$ cat src/rtl/uart_pkg.sv
`timescale 1ns/1ps
`default_nettype none
// ============================================================================
//  Module      : uart_pkg
//  Description : Shared definitions for the UART echo chain: ASCII control
//                and range constants, line_buf state encoding and a small
//                character-class helper.
//  Revision    : 1.0 - initial release
// ============================================================================
package uart_pkg;

    localparam logic [7:0] ASCII_BS    = 8'h08;
    localparam logic [7:0] ASCII_LF    = 8'h0A;
    localparam logic [7:0] ASCII_CR    = 8'h0D;
    localparam logic [7:0] ASCII_DEL   = 8'h7F;
    localparam logic [7:0] ASCII_SP    = 8'h20;
    localparam logic [7:0] ASCII_TILDE = 8'h7E;

    typedef enum logic [1:0] {
        FILL    = 2'd0,
        DRAIN   = 2'd1,
        SEND_CR = 2'd2,
        SEND_LF = 2'd3
    } line_state_t;

    // True for characters that go into the line buffer (space through tilde).
    function automatic logic is_printable(input logic [7:0] c);
        return (c >= ASCII_SP) && (c <= ASCII_TILDE);
    endfunction

endpackage : uart_pkg
`default_nettype wire

$ cat src/rtl/line_ram.sv
`timescale 1ns/1ps
`default_nettype none
// ============================================================================
//  Module      : line_ram
//  Description : DEPTH x N simple dual-port memory, synchronous write and
//                synchronous (registered) read, shaped to map onto a BRAM.
//  Revision    : 1.0 - initial release
// ============================================================================
module line_ram #(
    parameter int N     = 8,
    parameter int DEPTH = 32,
    parameter int AW    = $clog2(DEPTH)
) (
    input  logic          clk,
    input  logic          we,
    input  logic [AW-1:0] waddr,
    input  logic [N-1:0]  wdata,
    input  logic [AW-1:0] raddr,
    output logic [N-1:0]  rdata
);

    logic [N-1:0] mem [DEPTH];

    // Write port and registered read port; no reset so the array stays a BRAM.
    always_ff @(posedge clk) begin
        if (we) begin
            mem[waddr] <= wdata;
        end
        rdata <= mem[raddr];
    end

endmodule : line_ram
`default_nettype wire

$ cat src/rtl/line_buf.sv
`timescale 1ns/1ps
`default_nettype none
// ============================================================================
//  Module      : line_buf
//  Description : Line assembly with backspace/delete editing. Printable
//                characters are buffered; CR releases the edited line to the
//                transmitter followed by CR LF. Overflowing characters are
//                dropped and flagged, never back-pressured.
//  Revision    : 1.0 - initial release
// ============================================================================
module line_buf
    import uart_pkg::*;
#(
    parameter int N     = 8,
    parameter int DEPTH = 32
) (
    input  logic         i_clk,
    input  logic         i_rst_n,
    input  logic         i_wr,
    input  logic [N-1:0] i_data,
    output logic         o_bsy,
    input  logic         i_rd,
    output logic [N-1:0] o_data,
    output logic         o_rdy,
    output logic         o_ovf
);

    localparam int           AW       = $clog2(DEPTH);
    localparam logic [AW:0]  CNT_FULL = (AW+1)'(DEPTH);
    localparam logic [AW:0]  CNT_ONE  = (AW+1)'(1);
    localparam logic [AW-1:0] PTR_ONE = AW'(1);

    line_state_t   state, state_nxt;
    logic [AW:0]   count, count_nxt;
    logic [AW-1:0] rd_ptr, rd_ptr_nxt;
    logic          ovf_nxt;
    logic          ram_we;
    logic [N-1:0]  ram_rdata;
    logic [N-1:0]  ctl_data, ctl_data_nxt;
    logic          wr, rd;
    logic [7:0]    ch;

    assign wr = i_wr && !o_bsy;
    assign rd = i_rd && o_rdy;
    assign ch = i_data[7:0];

    // Only the character code feeds the datapath; upper bus bits are ignored.
    generate
        if (N > 8) begin : g_unused_hi
            logic unused_data_hi;
            assign unused_data_hi = ^i_data[N-1:8];
        end
    endgenerate

    // Read address runs on next-rd_ptr so the registered RAM output lines up
    // with the cycle the drain state presents it.
    line_ram #(
        .N     (N),
        .DEPTH (DEPTH),
        .AW    (AW)
    ) u_ram (
        .clk   (i_clk),
        .we    (ram_we),
        .waddr (count[AW-1:0]),
        .wdata (N'(ch)),
        .raddr (rd_ptr_nxt),
        .rdata (ram_rdata)
    );

    // State register.
    always_ff @(posedge i_clk or negedge i_rst_n) begin
        if (!i_rst_n) begin
            state <= FILL;
        end else begin
            state <= state_nxt;
        end
    end

    // Next-state, edit and drain decisions.
    always_comb begin
        state_nxt  = state;
        count_nxt  = count;
        rd_ptr_nxt = rd_ptr;
        ovf_nxt    = o_ovf;
        ram_we     = 1'b0;
        unique case (state)
            FILL: begin
                rd_ptr_nxt = '0;
                if (wr) begin
                    if (is_printable(ch)) begin
                        if (count < CNT_FULL) begin
                            ram_we    = 1'b1;
                            count_nxt = count + CNT_ONE;
                        end else begin
                            ovf_nxt = 1'b1;
                        end
                    end else if (ch == ASCII_BS || ch == ASCII_DEL) begin
                        if (count != '0) begin
                            count_nxt = count - CNT_ONE;
                        end
                    end else if (ch == ASCII_CR) begin
                        state_nxt = (count != '0) ? DRAIN : SEND_CR;
                    end
                end
            end
            DRAIN: begin
                if (rd) begin
                    if ({1'b0, rd_ptr} == count - CNT_ONE) begin
                        state_nxt = SEND_CR;
                    end else begin
                        rd_ptr_nxt = rd_ptr + PTR_ONE;
                    end
                end
            end
            SEND_CR: begin
                if (rd) begin
                    state_nxt = SEND_LF;
                end
            end
            SEND_LF: begin
                if (rd) begin
                    state_nxt  = FILL;
                    count_nxt  = '0;
                    rd_ptr_nxt = '0;
                    ovf_nxt    = 1'b0;
                end
            end
            default: begin
                state_nxt = FILL;
            end
        endcase
    end

    // Control characters for the trailer; all ones outside the trailer.
    always_comb begin
        ctl_data_nxt = '1;
        if (state_nxt == SEND_CR) begin
            ctl_data_nxt = N'(ASCII_CR);
        end else if (state_nxt == SEND_LF) begin
            ctl_data_nxt = N'(ASCII_LF);
        end
    end

    // Datapath and handshake registers.
    always_ff @(posedge i_clk or negedge i_rst_n) begin
        if (!i_rst_n) begin
            count    <= '0;
            rd_ptr   <= '0;
            o_ovf    <= 1'b0;
            o_bsy    <= 1'b0;
            o_rdy    <= 1'b0;
            ctl_data <= '1;
        end else begin
            count    <= count_nxt;
            rd_ptr   <= rd_ptr_nxt;
            o_ovf    <= ovf_nxt;
            o_bsy    <= (state_nxt != FILL);
            o_rdy    <= (state_nxt != FILL);
            ctl_data <= ctl_data_nxt;
        end
    end

    // Output selects between two registers by the state register only, so
    // there is no path from any input to o_data within a cycle.
    assign o_data = (state == DRAIN) ? ram_rdata : ctl_data;

endmodule : line_buf
`default_nettype wire

$ cat config.mk
export PLATFORM = sky130hd
export DESIGN_NAME = line_buf
export DESIGN_NICKNAME = d
export VERILOG_FILES = /design/src/rtl/uart_pkg.sv /design/src/rtl/line_ram.sv /design/src/rtl/line_buf.sv
export SDC_FILE = /design/constraint.sdc
export NUM_CORES = 1
export LEC_CHECK = 0
export ABC_AREA = 1
export BUFFER_PORTS_ARGS = -buffer_cell sky130_fd_sc_hd__buf_2
export CORE_MARGIN = 5
export CORE_UTILIZATION = 46
export CTS_CLUSTER_DIAMETER = 50
export DETAILED_ROUTE_END_ITERATION = 6
export SLEW_MARGIN = 20
export SYNTH_ARGS = -nofsm -noshare
export SYNTH_HDL_FRONTEND = slang
export SYNTH_HIERARCHICAL = 1
export SYNTH_SLANG_ARGS = --single-unit
export TNS_END_PERCENT = 20
$ cat constraint.sdc
create_clock -name i_clk -period 5.8 [get_ports i_clk]
set_clock_uncertainty 0.05 [all_clocks]
set_input_delay 0.58 -clock i_clk [delete_from_list [all_inputs] [get_ports i_clk]]
set_output_delay 0.58 -clock i_clk [all_outputs]
set_load 0.01 [all_outputs]
==> out/qor.csv <==
stage,metric,value,unit
cts,Root Driver,clkbuf_16,
floorplan,std cell rows,60,
worst_setup_path,Arrival @ worst endpoint,4.60,ns
power,sw frac,40.7,%
cts,CTS tree,built,
synthesis,"Primary FF master, synth",edfxtp_1,
worst_setup_path,worst path required time,6.20,ns
cts,clock slew at reported path FFs,0.06,ns
timing,Slew @ Worst Pin,1.01,ns
cts,Post-CTS Resized,0,
timing,Final Cycle Share,72.4,%
worst_setup_path,Worst path most repeated cell,nand2_1,
power,Peak VDD IR,0.000278,V
global_routing,GRT Util Overall,20.1,%
cts,H-tree depth,1,
power,Pint,4160,µW
route,vias post-DR,8414,
synthesis,most frequent cell after synthesis,nand2_1,
power,pwr dens,519,nW/µm²
floorplan,Core Region,26700,µm²
power,Pwr Total,7020,µW
floorplan,I/O pins,23,
layout,number of diodes,0,
timing,Final Max Tran Viols,0,
synthesis,Yosys warning total,6,
worst_setup_path,CP peak stage delay,0.51,ns
worst_setup_path,"Cell Chain, Critical Path",inv_2 -> ha_1 -> inv_1 -> nand2_1 -> nand2_1 -> nor2_1 -> nand3_1 -> nor2_2 -> nand3_2 -> nand2_2 -> nand2_2 -> nand3_1 -> nand2_1 -> inv_4 -> inv_4 -> buf_12 -> nand2_1 -> nand3_1 -> nand3_1 -> nand2_1 -> nand2_1 -> nand2_1 -> nand2_1 -> nand2_1,
layout,final instance area,13500,µm²
cts,hold-fix buffer count after cts,1,
layout,nets@finish,1184,
flow_run,max-capacitance violation count,0,
route,Pre-Repair DR Iteration Count,5,
worst_setup_path,Reg-to-Reg Start,count[0],
worst_setup_path,CP Class,reg2reg,
cts,Post-CTS Setup Bufs,0,
cts,CTS sink count,282,
floorplan,Die W,174,µm
cts,CTS max path bufs,3,
power,switching pwr,2860,µW
worst_setup_path,Worst Setup Start Kind,flop,
synthesis,"EDFF count, synth",256,
synthesis,Post-synth ARST share,6.38,%
cts,Clock Latency Late Sink,0.57,ns
outcome,status,"finished, final reports clean",
worst_setup_path,Critical path origin,count[0],
power,share of power burned in the clock network,26.4,%
synthesis,Mapped Cells,1157,
cts,Inserted Clock Buffers,31,
power,sequential share of power,34.7,%
route,Detailed Route Iter0 Violations,723,
route,drc violations,0,
global_routing,vias in the first global route,8208,
timing,RSZ-0062 raised after global routing,no,
floorplan,die area,30200,µm²
worst_setup_path,CP Max Fanout,68,
floorplan,chip height,174,µm
timing,Slew headroom,32.4,%
timing,Tmin final,4.20,ns
global_routing,largest net degree at the start of global routing,69,
place,Final Wtd Congestion,0.815,
timing,final count of hold timing violations,0,
synthesis,Syn Area/Cell,10.6,µm²
route,ANT nets after route,0,
synthesis,most frequent cells after synthesis,"nand2_1, edfxtp_1, nand3_1",
global_routing,initial antenna violation count,0,
timing,final setup vio count,0,
worst_hold_path,Hold/Removal Path Class,in2async,
place,port bufs,22,
route,drt via density,5.48,
synthesis,cell taking the most area after synthesis,edfxtp_1,
floorplan,Initial Utilization,46.2,%
place,Area after DPL,12500,µm²
synthesis,"top cells by area, synth","edfxtp_1, nand2_1, nand3_1, dfrtp_1, buf_6",
place,post-DP HPWL,18500,µm
global_routing,gr ovfl total,0,
route,Routed WL per cell,19.9,µm
layout,area grow syn2layout,9.66,%
worst_setup_path,"Max stage delay cell, worst path",inv_4,
synthesis,Unique masters post-synth,35,
layout,layout cells sized above 1,9.72,%
route,final wirelength,30600,µm
synthesis,Yosys reg bits,282,
power,Comb pwr share,38.9,%
timing,setup TNS,0,ns
synthesis,post-synth top area share,62.4,%
synthesis,cell area after synthesis,12300,µm²
power,leakage,0.00511,µW
synthesis,"Net Count, Synth",1172,
worst_setup_path,endpoint class of the critical path,flop,
synthesis,fraction of the yosys area taken by sequential cells,67.4,%
global_routing,first-pass GRT wire length,47600,µm
timing,Max Clk Rate,238,MHz
## area by class of cell
class	count	area, µm²
Clock buffer	39	836
Clock inverter	19	136
Fill cell	2399	13100
Inverter	40	155
Multi-Input combinational cell	779	3430
Sequential cell	282	8300
Tap cell	341	427
Timing Repair Buffer	35	223
## registers in the layout (all words and copies together), names as in the netlist
| name | flops |
|---|---|
| u_ram/mem | 256 |
| u_ram/rdata | 8 |
| count | 6 |
| rd_ptr | 5 |
| ctl_data | 3 |
| state | 2 |
| o_ovf | 1 |
| o_rdy | 1 |
## cell families after synthesis
| family | count (synthesis) | synth area share [%] |
|---|---|---|
| simple gates | 752 | 26.3 |
| flops | 282 | 67.4 |
| buf+inv | 96 | 4.81 |
| compound gates | 21 | 0.995 |
| xor+xnor | 3 | 0.213 |
| fa+ha+maj | 3 | 0.305 |
## critical path, delay by kind of cell (launching register included)
family,cells,cell delay [ns]
buffers and inverters,5,1.51
DFF,1,0.48
adders and majority gates,1,0.35
and+or+nand+nor,18,1.62
## metrics by stage
stage,util (%),worst slack (ns),std cells,hold slack (ns)
5_1_grt,50.7,1.24,1535,0.479
3_3_place_gp,47.0,1.70,1476,0.478
6_report,50.7,1.60,1535,0.440
2_1_floorplan,-,3.14,1157,0.234
3_5_place_dp,47.0,1.67,1476,0.487
4_1_cts,50.7,1.67,1535,0.437
## final timing paths
kind,cells after the start,endpoint,slack (ns)
max,24,u_ram/rdata[5],1.60
min,2,rd_ptr[4],0.44
max reg2reg,24,u_ram/rdata[5],1.60
min reg2reg,2,o_ovf,0.51
max in group asynchronous,2,ctl_data[6],4.92
min in group i_clk,6,state[1],0.47
## layout by cell type, fill, tap and decap left out, types with 4 or more instances in the layout
master     instances
nand4_1            4
nand2_1          437
nand3_1          230
edfxtp_1         256
clkbuf_16         31
inv_6              4
clkinv_2           6
nor2_1            52
clkinv_1           6
o21ai_0            5
dfxtp_1            8
clkbuf_1           5
buf_2             22
buf_4             11
nor2_2             6
o21ai_1            5
inv_1             35
dfrtp_1           15
nand2_2            8
a21oi_1            6
## power groups by stage
stage | clock network (µW) | logic, µW | registers [µW]
floorplan | 0 | 2210 | 2410
global placement | 0 | 2710 | 2480
detailed placement | 0 | 2720 | 2480
CTS | 1890 | 2730 | 2430
global route | 1980 | 3090 | 2440
finish | 1850 | 2730 | 2430
## metal layers
layer / wire, µm / vias up / GRT usage, % / share of wire, %
met1: 13600 / 4137 / 28.1 / 44
met4: 1040 / 0 / 6.90 / 3.4
met2: 14300 / 239 / 32.8 / 47
met5: 0 / - / 0 / 0
li1: - / 3984 / - / -
met3: 1670 / 54 / 2.51 / 5.5
(Power assumes the default switching activity.)
